`src/rtl/fifo_pkg.sv`:
```
// Constants shared by the synchronous MSB-flag FIFO and its drain stage.
package fifo_pkg;

   localparam int DATA_WIDTH = 8;
   localparam int ADDR_WIDTH = 4;
   localparam int DEPTH      = 1 << ADDR_WIDTH;
   localparam int OCC_WIDTH  = 2;

endpackage

```
`src/rtl/fifo_stream_reader_if.sv`:
```
// FIFO read port plus valid/ready output stream of the drain stage.
// master: the drain stage; slave: the FIFO and consumer side.
import fifo_pkg::*;

interface fifo_stream_reader_if #(
   parameter int DATA_WIDTH = fifo_pkg::DATA_WIDTH
);

   logic                  fifo_empty;
   logic [DATA_WIDTH-1:0] fifo_rd_data;
   logic                  fifo_rd_en;
   logic                  m_valid;
   logic                  m_ready;
   logic [DATA_WIDTH-1:0] m_data;

   modport master (
      input  fifo_empty, fifo_rd_data, m_ready,
      output fifo_rd_en, m_valid, m_data
   );

   modport slave (
      output fifo_empty, fifo_rd_data, m_ready,
      input  fifo_rd_en, m_valid, m_data
   );

endinterface

```
`src/rtl/fifo_stream_reader_skid_buf2.sv`:
```
// Two-entry in-order buffer absorbing FIFO read latency and backpressure.
import fifo_pkg::*;

module skid_buf2 #(
   parameter int DATA_WIDTH = fifo_pkg::DATA_WIDTH
) (
   input  logic                  clk,
   input  logic                  rst,
   input  logic                  push,
   input  logic [DATA_WIDTH-1:0] push_data,
   input  logic                  pop,
   output logic [DATA_WIDTH-1:0] head_data,
   output logic [OCC_WIDTH-1:0]  occ
);

   logic [DATA_WIDTH-1:0] mem [2];
   logic                  head;
   logic                  tail;

   // Storage, pointers and occupancy; push and pop may coincide.
   always_ff @(posedge clk) begin
      if (rst) begin
         mem[0] <= '0;
         mem[1] <= '0;
         head   <= 1'b0;
         tail   <= 1'b0;
         occ    <= '0;
      end else begin
         if (push) begin
            mem[tail] <= push_data;
            tail      <= ~tail;
         end
         if (pop) begin
            head <= ~head;
         end
         occ <= occ + {1'b0, push} - {1'b0, pop};
      end
   end

   assign head_data = mem[head];

endmodule

```
`src/rtl/fifo_stream_reader.sv`:
```
// Drain stage: FIFO pop interface to a bubble-free valid/ready stream.
import fifo_pkg::*;

module fifo_stream_reader #(
   parameter int DATA_WIDTH = fifo_pkg::DATA_WIDTH,
   parameter int CNT_WIDTH  = 16
) (
   input  logic                 clk,
   input  logic                 rst,
   input  logic                 en,
   fifo_stream_reader_if.master bus,
   output logic [CNT_WIDTH-1:0] words_out
);

   logic                 inflight;
   logic                 pop;
   logic                 rd_en;
   logic [OCC_WIDTH-1:0] occ;
   logic [2:0]           demand;

   assign pop = bus.m_valid && bus.m_ready;

   // Pop only when the word it returns is guaranteed a buffer slot.
   // demand cannot underflow: pop implies occ >= 1.
   always_comb begin
      demand = {1'b0, occ} + {2'b00, inflight} - {2'b00, pop};
      rd_en  = !rst && en && !bus.fifo_empty && (demand < 3'd2);
   end

   assign bus.fifo_rd_en = rd_en;
   assign bus.m_valid    = (occ != '0);

   // Remember last cycle's pop: its data is on fifo_rd_data this cycle.
   always_ff @(posedge clk) begin
      if (rst) begin
         inflight <= 1'b0;
      end else begin
         inflight <= rd_en;
      end
   end

   // Count completed output transfers, wrapping naturally.
   always_ff @(posedge clk) begin
      if (rst) begin
         words_out <= '0;
      end else if (pop) begin
         words_out <= words_out + CNT_WIDTH'(1);
      end
   end

   skid_buf2 #(
      .DATA_WIDTH(DATA_WIDTH)
   ) u_buf (
      .clk      (clk),
      .rst      (rst),
      .push     (inflight),
      .push_data(bus.fifo_rd_data),
      .pop      (pop),
      .head_data(bus.m_data),
      .occ      (occ)
   );

endmodule

```
`src/flat_wrapper.sv`:
```
// flat-port wrapper written by rule: the top's interface ports become plain ports
module fifo_stream_reader_flat 
#(
   parameter int DATA_WIDTH = fifo_pkg::DATA_WIDTH,
   parameter int CNT_WIDTH  = 16
)
  (clk, rst, en, words_out, bus_fifo_empty, bus_fifo_rd_data, bus_m_ready, bus_fifo_rd_en, bus_m_valid, bus_m_data);
  fifo_stream_reader_if #(.DATA_WIDTH(DATA_WIDTH)) bus_i ();
  input  logic clk;
  input  logic rst;
  input  logic en;
  output logic [CNT_WIDTH-1:0] words_out;
  input wire logic [$bits(bus_i.fifo_empty)-1:0] bus_fifo_empty;
  input wire logic [$bits(bus_i.fifo_rd_data)-1:0] bus_fifo_rd_data;
  input wire logic [$bits(bus_i.m_ready)-1:0] bus_m_ready;
  output wire logic [$bits(bus_i.fifo_rd_en)-1:0] bus_fifo_rd_en;
  output wire logic [$bits(bus_i.m_valid)-1:0] bus_m_valid;
  output wire logic [$bits(bus_i.m_data)-1:0] bus_m_data;
  assign bus_i.fifo_empty = bus_fifo_empty;
  assign bus_i.fifo_rd_data = bus_fifo_rd_data;
  assign bus_i.m_ready = bus_m_ready;
  assign bus_fifo_rd_en = bus_i.fifo_rd_en;
  assign bus_m_valid = bus_i.m_valid;
  assign bus_m_data = bus_i.m_data;
  fifo_stream_reader #(.DATA_WIDTH(DATA_WIDTH), .CNT_WIDTH(CNT_WIDTH)) u_core (.clk(clk), .rst(rst), .en(en), .bus(bus_i), .words_out(words_out));
endmodule
```
`config.mk`:
```
export PLATFORM = sky130hd
export DESIGN_NAME = fifo_stream_reader_flat
export DESIGN_NICKNAME = d
export VERILOG_FILES = /design/src/rtl/fifo_pkg.sv /design/src/rtl/fifo_stream_reader_if.sv /design/src/rtl/fifo_stream_reader_skid_buf2.sv /design/src/rtl/fifo_stream_reader.sv /design/src/flat_wrapper.sv
export SDC_FILE = /design/constraint.sdc
export NUM_CORES = 1
export LEC_CHECK = 0
export BUFFER_PORTS_ARGS = -buffer_cell sky130_fd_sc_hd__clkbuf_2
export CAP_MARGIN = 20
export CORE_MARGIN = 1.5
export CORE_UTILIZATION = 25
export CTS_CLUSTER_SIZE = 25
export DETAILED_ROUTE_END_ITERATION = 12
export HOLD_SLACK_MARGIN = 0.12
export PLACE_DENSITY = 0.54
export SLEW_MARGIN = 30
export SYNTH_ARGS = -nofsm -noshare
export SYNTH_HDL_FRONTEND = slang
export SYNTH_SLANG_ARGS = --single-unit
```
`constraint.sdc`:
```
create_clock -name clk -period 2.1 [get_ports clk]
set_clock_uncertainty 0.05 [all_clocks]
set_input_delay 0.105 -clock clk [delete_from_list [all_inputs] [get_ports clk]]
set_output_delay 0.105 -clock clk [all_outputs]
set_load 0.005 [all_outputs]
```
==> out/metrics.csv <==
stage,metric,value,unit
timing,finalSetupViolations,1,
global_routing,grt_first_pass_wirelength,6070,microns
route,wl_per_cell,12.1,microns
finish,fin_util,34.5,%
placed_design,port_buffers,38,
synthesis,synth_area,0.00170,sq mm
setup_path,crit_required,1.95,ns
cts,clock_latency,0.29,ns
floorplan,rows,29,
setup_path,end_kind,output pin,
floorplan,ioPinCount,39,
synthesis,synthCells,156,
route,wl_met1,1630,microns
synthesis,synth_compound_area_share,3.47,%
synthesis,yosysTopAreaCellShare,28.3,%
cts,numCtsBuffers,5,
synthesis,synth.most_common_cell,dfxtp_1,
synthesis,synthTopCellsByArea,"edfxtp_1 28%, dfxtp_1 26%, mux2_2 6.6%, xnor2_1 6.2%, and2_1 5.9%",
placed_design,place_ws,0.0693,ns
synthesis,synthXorXnorAreaFrac,7.23,%
route,drt_iter0_drc,13,
synthesis,yosys.area.top_type,edfxtp_1,
route,num_vias,1271,
setup_path,crit_path_max_fanout,2,
synthesis,synth_cell_types,32,
cts,cts_root_buf,clkbuf_8,
timing,finalCriticalPeriod,2.25,ns
finish,nets,230,
global_routing,antenna_found_initial,0,
timing,max_freq,443,MHz
timing,finalHoldViolCount,0,
timing,fin_hold_ws,0.161,ns
route,top_layer_used,met4,
synthesis,synthMuxAreaShare,7.23,%
route,ant_nets,0,
global_routing,grt_overflow,0,
floorplan,die_area,0.00728,sq mm
cts,cts_sinks,38,
run_status,violations,"design-rule violations, negative setup slack",
synthesis,syn_nets,173,
placed_design,place.gp.congestion,0.703,
global_routing,grt_max_degree,17,
job,maxCapViolCount,0,
floorplan,core-area,0.00646,sq mm
timing,final.setup.tns,-0.155,ns
finish,diodes,0,
route,wl_met3,216,microns
timing,slew_viol_final,0,
route,wl_met2,1610,microns
run_status,outcome,"complete, but fails checks",
floorplan,start_util,26.2,%
synthesis,synth_edf_count,16,
synthesis,seq_area_frac_synth,54.3,%
route,vias_per_cell,4.37,
synthesis,async_flop_share,0,%
synthesis,yosysWarnings,0,
pwr,leakage,0.885,nW
finish,nFillCells,675,
global_routing,grt_pass1_vias,1368,
synthesis,synth_simple_gate_area_share,21.9,%
finish,synthToLayoutAreaGrowth,31.4,%
route,drtPass1Iterations,7,
setup_path,start_kind,flop,
setup_path,worstSetupPathType,reg2out,
finish,drive_gt1_share,32.2,%
timing,tightestPinTransition,0.585,ns
floorplan,die_x,85.4,microns
synthesis,synthAdderAreaFrac,3.39,%
synthesis,ys_ff_latch,38,
timing,finalCritPeriodShare,107,%
placed_design,dp_cells,272,
timing,rsz0062_at_grt,true,
cts,h-tree-depth,2,
floorplan,die_y,85.4,microns
hold_path,min_path_type,in2reg,
route,drt-total-wl,3510,microns
timing,setup_ws,-0.155,ns
cts,cts_buffer_depth,2,
synthesis,synth_flop_cell,dfxtp_1,
setup_path,arrival,2.10,ns
cts,cts_tree,built,
route,drc,3,
pwr,power_density,861,mW/mm^2
pwr,worst_ir_drop_vdd,0.365,mV
synthesis,synth_top_family_by_area,simple AND/OR/NAND/NOR gates,
global_routing,grt_usage,10.6,%
cts,clk_pin_slew,0.08,ns
finish,instances_no_fill,291,
placed_design,dp_hpwl,2480,microns
synthesis,synthTopCellsByCount,"22 x dfxtp_1, 18 x nor2_1, 16 x and2_1, 16 x edfxtp_1, 12 x xnor2_1",
synthesis,synth.avg_cell_area,10.9,sq um
timing,max-slew-margin-rel,60.9,%
[final timing paths]
check	start	endpoint	slack, ns	depth (start not counted)
max	u_core.u_buf.occ[0]$_SDFF_PP0_	bus_fifo_rd_en	-0.15	7
min	rst	flop	0.16	2
max reg2reg	u_core.u_buf.occ[0]$_SDFF_PP0_	u_core.inflight$_SDFF_PP0_	0.11	7
min reg2reg	u_core.u_buf.head$_SDFFE_PP0P_	flop	0.47	2
[cell type report]
cell class	instances	area, sq um	area share, %
Timing Repair Buffer	55	343	15.4
Clock inverter	2	7.51	0.337
Inverter	6	22.5	1.01
Multi-Input combinational cell	107	753	33.8
Tap cell	77	96.3	4.33
Sequential cell	38	922	41.4
Clock buffer	6	82.6	3.71
[registers in the layout, indices dropped and copies added (netlist names), named ones only]
register / count
u_core.words_out: 16
u_core.u_buf.mem: 16
u_core.u_buf.head: 1
u_core.u_buf.occ: 2
u_core.inflight: 1
u_core.u_buf.tail: 1
[placed cells by master (no fill, tap or decap), types with 6 or more instances in the layout]
master and n:
inv_1 6, buf_4 7, edfxtp_1 16, nand2_1 6
clkbuf_8 6, nor3_1 7, dlygate4sd3_1 10, xnor2_1 12
and2_1 16, nor2_1 18, dfxtp_1 21, clkbuf_2 37
mux2_2 10
[logic make-up after synthesis]
| group | count (synthesis) |
|---|---|
| adders and majority gates | 4 |
| DFF | 38 |
| muxes | 11 |
| buffers and inverters | 11 |
| and+or+nand+nor | 70 |
| AOI/OAI and AO/OA | 8 |
| xor gates and xnor gates | 14 |
[critical path, cell delays in order (launching register included)]
cell	delay, ns
dfxtp_2	0.32
o21a_1	0.19
ha_1	0.26
inv_1	0.06
ha_2	0.17
fa_2	0.46
nor4_4	0.21
buf_2	0.15
[what timing repair did]
item                                    4_1_cts  5_1_grt
gates cloned                                  0        0
pin swaps                                     4        1
endpoints found under the hold margin        17        0
endpoints found under the setup margin        1        2
setup buffers                                 1        0
hold buffers                                 10        0
resized for setup                             3        3
[per-stage QoR]
| step | power, mW | area (sq um) |
|---|---|---|
| 2_1_floorplan | 1.19 | 1700 |
| 3_3_place_gp | 1.35 | 2010 |
| 3_5_place_dp | 1.35 | 2010 |
| 4_1_cts | 1.91 | 2210 |
| 5_1_grt | 2.05 | 2230 |
| 6_report | 1.92 | 2230 |
[report_power, final]
group	switching, mW	total (mW)	internal (mW)
combinational	0.237	0.518	0.281
clock	0.247	0.505	0.258
sequential	0.0503	0.896	0.845
[routing by layer]
metal	track usage (%)	up-vias
li1	-	652
met1	12.7	578
met3	3.21	7
met4	3.96	0
met5	0	-
met2	18.0	34
(Power assumes the default switching activity.)
